--- src/rtl/accum_readback.sv ---
`default_nettype none
// ============================================================================
// Module   : accum_readback
// Purpose  : Accumulator (LOAD/ADD/CLEAR) with a snapshot FIFO that returns
//            accumulator values to the ALU operand path over valid/ready.
// Revision : 1.0 - initial release
// ============================================================================
module accum_readback #(
    parameter int WIDTH = 16,
    parameter int DEPTH = 2
) (
    input  logic             clk,
    input  logic             rst,
    input  logic             wr_en,
    input  logic [1:0]       wr_op,
    input  logic [WIDTH-1:0] wr_data,
    input  logic             rd_req,
    output logic             rd_valid,
    input  logic             rd_ready,
    output logic [WIDTH-1:0] rd_data,
    output logic [WIDTH-1:0] acc_q,
    output logic             zero,
    output logic             carry,
    output logic             ovf,
    output logic             req_drop
);

    localparam int         c_PTR_W = (DEPTH > 1) ? $clog2(DEPTH) : 1;
    localparam int         c_CNT_W = $clog2(DEPTH + 1);
    localparam logic [1:0] c_OP_NOP   = 2'b00;
    localparam logic [1:0] c_OP_LOAD  = 2'b01;
    localparam logic [1:0] c_OP_ADD   = 2'b10;
    localparam logic [1:0] c_OP_CLEAR = 2'b11;

    logic [WIDTH-1:0]   r_acc;
    logic               r_carry;
    logic               r_ovf;
    logic               r_req_drop;
    logic [WIDTH-1:0]   r_mem [DEPTH];
    logic [c_PTR_W-1:0] r_wr_ptr;
    logic [c_PTR_W-1:0] r_rd_ptr;
    logic [c_CNT_W-1:0] r_count;
    logic [WIDTH-1:0]   r_rd_data;

    logic [WIDTH:0]     w_sum;
    logic               w_add_ovf;
    logic               w_full;
    logic               w_pop;
    logic               w_push;
    logic               w_drop;
    logic [c_PTR_W-1:0] w_rd_ptr_inc;
    logic [c_PTR_W-1:0] w_wr_ptr_inc;
    logic [WIDTH-1:0]   w_head_n;

    function automatic logic [c_PTR_W-1:0] ptr_inc(input logic [c_PTR_W-1:0] p);
        return (p == c_PTR_W'(DEPTH - 1)) ? '0 : p + 1'b1;
    endfunction

    assign w_sum        = {1'b0, r_acc} + {1'b0, wr_data};
    assign w_add_ovf    = (r_acc[WIDTH-1] == wr_data[WIDTH-1]) &&
                          (w_sum[WIDTH-1] != r_acc[WIDTH-1]);
    assign w_full       = (r_count == c_CNT_W'(DEPTH));
    assign w_pop        = rd_valid && rd_ready;
    assign w_push       = rd_req && (!w_full || w_pop);
    assign w_drop       = rd_req && w_full && !w_pop;
    assign w_rd_ptr_inc = ptr_inc(r_rd_ptr);
    assign w_wr_ptr_inc = ptr_inc(r_wr_ptr);

    // Next head: when the entry behind the head does not exist yet, it is the
    // value being pushed this cycle; when nothing remains, the last head holds.
    always_comb begin
        w_head_n = r_rd_data;
        if (w_pop) begin
            if (r_count > c_CNT_W'(1)) begin
                w_head_n = r_mem[w_rd_ptr_inc];
            end else if (w_push) begin
                w_head_n = r_acc;
            end
        end else if ((r_count == '0) && w_push) begin
            w_head_n = r_acc;
        end
    end

    always_ff @(posedge clk) begin
        if (rst) begin
            r_acc   <= '0;
            r_carry <= 1'b0;
            r_ovf   <= 1'b0;
        end else if (wr_en) begin
            case (wr_op)
                c_OP_NOP: ;
                c_OP_LOAD: begin
                    r_acc   <= wr_data;
                    r_carry <= 1'b0;
                    r_ovf   <= 1'b0;
                end
                c_OP_ADD: begin
                    r_acc   <= w_sum[WIDTH-1:0];
                    r_carry <= w_sum[WIDTH];
                    r_ovf   <= w_add_ovf;
                end
                c_OP_CLEAR: begin
                    r_acc   <= '0;
                    r_carry <= 1'b0;
                    r_ovf   <= 1'b0;
                end
                default: ;
            endcase
        end
    end

    // The snapshot uses r_acc before this edge's write takes effect.
    always_ff @(posedge clk) begin
        if (rst) begin
            for (int i = 0; i < DEPTH; i++) begin
                r_mem[i] <= '0;
            end
            r_wr_ptr   <= '0;
            r_rd_ptr   <= '0;
            r_count    <= '0;
            r_rd_data  <= '0;
            r_req_drop <= 1'b0;
        end else begin
            if (w_push) begin
                r_mem[r_wr_ptr] <= r_acc;
                r_wr_ptr        <= w_wr_ptr_inc;
            end
            if (w_pop) begin
                r_rd_ptr <= w_rd_ptr_inc;
            end
            case ({w_push, w_pop})
                2'b10:   r_count <= r_count + 1'b1;
                2'b01:   r_count <= r_count - 1'b1;
                default: r_count <= r_count;
            endcase
            r_rd_data <= w_head_n;
            if (w_drop) begin
                r_req_drop <= 1'b1;
            end
        end
    end

    assign rd_valid = (r_count != '0);
    assign rd_data  = r_rd_data;
    assign acc_q    = r_acc;
    assign zero     = (r_acc == '0);
    assign carry    = r_carry;
    assign ovf      = r_ovf;
    assign req_drop = r_req_drop;

endmodule
`default_nettype wire
--- config.mk ---
export PLATFORM = sky130hd
export DESIGN_NAME = accum_readback
export DESIGN_NICKNAME = d
export VERILOG_FILES = /design/src/rtl/accum_readback.sv
export SDC_FILE = /design/constraint.sdc
export NUM_CORES = 1
export LEC_CHECK = 0
export CORE_MARGIN = 1.5
export CORE_UTILIZATION = 55
export DETAILED_ROUTE_END_ITERATION = 16
export MAX_ROUTING_LAYER = met4
export PLACE_DENSITY = 0.78
export SLEW_MARGIN = 20
export SYNTH_ARGS = -nofsm -noshare
export SYNTH_HDL_FRONTEND = slang
export SYNTH_SLANG_ARGS = --single-unit
--- constraint.sdc ---
create_clock -name clk -period 3.7 [get_ports clk]
set_input_delay 1.11 -clock clk [delete_from_list [all_inputs] [get_ports clk]]
set_output_delay 1.11 -clock clk [all_outputs]
set_load 0.005 [all_outputs]
After elaboration in Yosys (flattened, before gate mapping) --
Memory sizes are Yosys's and may differ from the RTL's. Cells that the tools add are included. W data, S select, Z words.
Operators by class: equal/unequal tests 9, div/mod/pow operators 0, add/sub/neg operators 5, reduce and logical (&&, ||, !) cells 21, $lt $le $gt $ge 1, mux-type cells 18, shift-type cells 0, $mul 0, bitwise logic cells 0
Operators with widths (number):
- $mux W16 | 5
- $pmux W16 S3 | 1
- $add A16 B16 Y17 | 1
- $logic_not A16 Y1 | 1
- $reduce_or A16 Y1 | 1
- $mux W1 | 9
- $eq A2 B2 Y1 const B | 4
- $reduce_bool A2 Y1 | 4
- $logic_and A1 B1 Y1 | 6
- $reduce_and A2 Y1 | 3
- $eq A2 B1 Y1 const B | 2
- $pmux W1 S2 | 2
- $pmux W2 S2 | 1
- $ne A3 B1 Y1 const B | 1
- $reduce_bool A3 Y1 | 1
- $add A1 B1 Y1 const B | 2
- $add A2 B1 Y2 const B | 1
- $gt A2 B1 Y1 const B | 1
- $logic_not A1 Y1 | 2
- $logic_not A2 Y1 | 1
- $reduce_or A2 Y1 | 1
- $sub A2 B1 Y2 const B | 1
- $eq A1 B1 Y1 | 1
- $logic_or A1 B1 Y1 | 1
- $ne A1 B1 Y1 | 1
Word-level totals: latch bits 0, word-level logic and storage cells 63, output and inout port bits 37, input bits 23, bits in writable memories 32, memories kept 1, ROM bits 0, bits in registers 39
Memory list:
- r_mem | words 2, bits a word 16, rd ports 1, clocked after Yosys merged registers in 0, wr ports 2, RTL line 39 | logic [WIDTH-1:0] r_mem [DEPTH];

Depth between registers and ports, before layout --
depth after elaboration 9, mapped depth 10, mapped depth without buffers 9

Least setup slack after synthesis --
OpenSTA, ideal clock, no wires.
path kind in2reg, start input rd_ready, end memory r_mem[0][0] (enable), library setup time 411 ps, slack 761 ps, data arrival time 2528 ps, cell stages on the path 4, cell sequence nand2_1 -> nand2_1 -> nand2_1 -> o21ai_0
RTL lines:
- start, declared | RTL line 19 | input logic rd_ready,
- end, declared | RTL line 39

Worst setup path in the final report --
start input wr_data[0], end register r_acc[8], in the netlist acc_q[8]
Between the ends: cells in the longest elaborated chain, start to end 2
Ends and longest elaborated chain:
- start, declared | RTL line 16 | input logic [WIDTH-1:0] wr_data,
- $add A16 B16 Y17 | RTL line 59 | assign w_sum = {1'b0, r_acc} + {1'b0, wr_data};
- $pmux W16 S3 | RTL line 90 | case (wr_op)
- end signal, assigned | RTL line 93 | r_acc <= wr_data;
- end signal, assigned | RTL line 98 | r_acc <= w_sum[WIDTH-1:0];
- end, declared | RTL line 35 | logic [WIDTH-1:0] r_acc;
No other way between the ends. A chain may end at the register's enable or synchronous reset.

==> summary.md <==
| Metric | Value |
|---|---|
| Outcome | finished clean |
| Antenna violations before repair | 0 |
| Number of flops mapped to enable cells by yosys | 32 |
| Register area share after synthesis | between 40% and 50% |
| Synthesis-to-finish area growth | 22.9% |
| RR Endpoint | acc_q[8] |
| RR Startpoint | acc_q[0] |
| Endpoints failing setup | 0 |
| Worst hold stages | 2 |
| Post-synthesis xor/xnor area fraction | about 3% |
| Crit path max fanout | 3 |
| Buffer levels on the longest clock path | 2 |
| Num CTS Buffers | 9 |
| VDD IR-drop max | 196 uV |
| Leakage | roughly 1.9 nW |
| Hold Slack | between 0.4 and 0.5 ns |
| Min cycle time layout | 3.02 ns |
| CTS root buf | clkbuf_8 |
| Latest clock arrival within the worst-skew pair | between 0.3 and 0.4 ns |
| Hold Fails Final Rpt | 0 |
| FF-to-FF setup slack | approximately 1.4 ns |
| Tot GR Track Use | between 20 and 30% |
| Mapped cell area | slightly above 4000 um^2 |
| Cell row count | 31 |
| Max-Cap Viols | 0 |
| Mux contribution to synthesized area | ~4.2% |
| Nets@finish | ~530 |
| Hold_buf cts | 0 |
| Vias in the first global route | 3426 |
| Setup bufs post-CTS | 0 |
| DR WL/cell | around 17 um |
| Distinct cells, synth | 62 |
| Largest net degree at the start of global routing | 33 |
| Synth Area in Adders | roughly 6.4% |
| Area of the core | about 7000 um^2 |
| H-tree depth | 3 |
| Clock Skew | 0.0136 ns |
| Fin crit share | 81.5% |
| Largest family of logic cells by synthesized area | compound AO/OA/AOI/OAI gates |
| Global-route wire length before repair | roughly 17000 um |
| Most frequent cells in the layout | clkdlybuf4s50_1 (59), nand2_1 (54), dfxtp_1 (39) |
| Max Clk Rate | ~330 MHz |
| Startpoint Class | primary input |
| IO Pins | 60 |
| Async SR Flop Fraction | 0% |
| Chip Height | between 80 and 90 um |
| Vias per cell | approximately 5.8 |
| Worst Hold Launch | rd_data[8] |
| Register bit total from synthesis | 71 |
| Number of diodes | 0 |
| Post-Route WL | roughly 10000 um |
| RSZ-0062 raised after global routing | no |
| First DRT Iteration DRCs | approximately 200 |
| Power Dens Cells | 485 nW/um^2 |
| Clock Sinks | 71 |
| Crit path DAT | 3.30 ns |
| Gate Count Post-Synth | between 400 and 500 |
| Routed Antenna Nets | 0 |
| Die extent in x | 88.7 um |
| Ys flop type | dfxtp_1 |
| Clock-pin slew on the worst setup and hold paths | about 0.08 ns |
| Remaining DRCs | 0 |
| Post-synthesis simple-gate area fraction | 18.4% |
| Worst Tran Pin Value | roughly 1.0 ns |
| CTS tree | built |
| TNS Setup | 0 ns |
| Die ar. | 7870 um^2 |
| Via Count | roughly 3500 |
| Syn Area/Cell | 9.36 um^2 |
| Worst Hold Class | reg2reg |
| R2r worst-path depth | 9 |
| GP Congestion | between 0.9 and 1 |
| Syn nets | around 480 |
| CTS resizes | 0 |
| Commonest non-fill, non-tap cell in the layout | clkdlybuf4s50_1 |
| Max-slew headroom | a little under a third |
| HPWL after detailed placement | 7250 um |
| Initial Utilization | between 50% and 60% |
| Share of layout cells above drive strength 1 | a little under a tenth |
| Port bufs | 59 |
| Pins Over Slew Limit | 0 |
| Ys Warns | 0 |
| Complex-gate fraction of the synthesized area | a little over a fifth |
| WP data required | 3.99 ns |
| Worst Hold Endpoint | rd_data[8] |
| CP Class | in2reg |
| Crit. End Element | flip-flop |
| Pre-antenna DRT Iters | 5 |
| Remaining global-route overflow | 0 |
## sequential cells by signal, summed over array words and instances (netlist names)
register  flops
rd_data      16
req_drop      1
r_mem        32
ovf           1
acc_q        16
r_count       2
r_rd_ptr      1
carry         1
r_wr_ptr      1
## per-layer routing
metal  global-route usage (%)  share of wire [%]
met1                     36.7                 44
met2                     46.5                 50
met3                     3.82                4.8
met4                     11.1               0.94
met5                        -                  0
## per-stage QoR
stage / setup slack (ns) / util (%) / total power [W] / area [um^2] / std cells
after floorplan: 0.761 / - / 0.00147 / 4040 / 432
after CTS: 0.668 / 69.2 / 0.00242 / 4970 / 594
after global placement: 0.403 / 66.1 / 0.00172 / 4750 / 578
after global routing: 0.545 / 69.2 / 0.00255 / 4970 / 594
after detailed placement: 0.358 / 66.1 / 0.00174 / 4750 / 578
final: 0.683 / 69.2 / 0.00241 / 4970 / 594
## worst max-delay path by stage
stage               startpoint           to  slack [ns]
finish              wr_data[0]     acc_q[8]        0.68
global route        wr_data[0]    acc_q[12]        0.55
CTS                 wr_data[0]    acc_q[12]        0.67
detailed placement  wr_data[0]    acc_q[12]        0.36
global placement    wr_data[0]     acc_q[6]        0.40
floorplan             rd_ready  r_mem[0][0]        0.76
## synthesized netlist by cell type (all sizes together), types with 5 or more instances
| master | count | area [um^2] |
|---|---|---|
| dfxtp | 39 | 781 |
| o21a | 5 | 37.5 |
| mux2i | 17 | 170 |
| and3 | 5 | 37.5 |
| o211ai | 16 | 120 |
| nand2 | 55 | 209 |
| ha | 19 | 238 |
| nand3 | 8 | 40.0 |
| clkbuf | 14 | 52.6 |
| xor2 | 7 | 61.3 |
| nor2 | 18 | 70.1 |
| a211oi | 5 | 42.5 |
| nor4 | 6 | 52.6 |
| inv | 12 | 45.0 |
| nor3 | 8 | 45.0 |
| buf | 10 | 47.6 |
| edfxtp | 32 | 961 |
| a221oi | 7 | 67.6 |
| a21o | 10 | 76.3 |
| xnor2 | 7 | 61.3 |
| o21ai | 26 | 130 |
| a21oi | 39 | 199 |
| and2 | 31 | 194 |
## where the power goes
group          internal [W]  switching [W]  total (W)
sequential         0.000925       0.000102    0.00103
combinational      0.000326       0.000368   0.000694
clock              0.000380       0.000305   0.000686
total               0.00163       0.000776    0.00241
## critical path, stage by stage
cell             delay, ns
clkdlybuf4s50_1       0.48
ha_1                  0.19
inv_1                 0.06
fa_1                  0.40
nor2b_1               0.17
o31a_1                0.18
nor2_2                0.07
o21ai_0               0.22
mux2i_1               0.22
o221a_2               0.19
## area by class of cell
| type | instances | area [um^2] |
|---|---|---|
| multi-input combinational | 325 | 2150 |
| timing repair buffer | 71 | 681 |
| tap | 99 | 124 |
| inverter | 12 | 45.0 |
| clock inverter | 7 | 97.6 |
| sequential | 71 | 1740 |
| clock buffer | 9 | 124 |
| fill | 568 | 2210 |
## logic make-up (layout without fill, tap and decap cells)
kind of cell / count (synthesis) / in the layout
flops: 71 / 71
xor+xnor: 14 / 14
fa+ha+maj: 20 / 20
compound gates: 130 / 130
buf+inv: 36 / 99
mux: 17 / 17
simple gates: 144 / 144
Power figures use the tool's default switching activity.
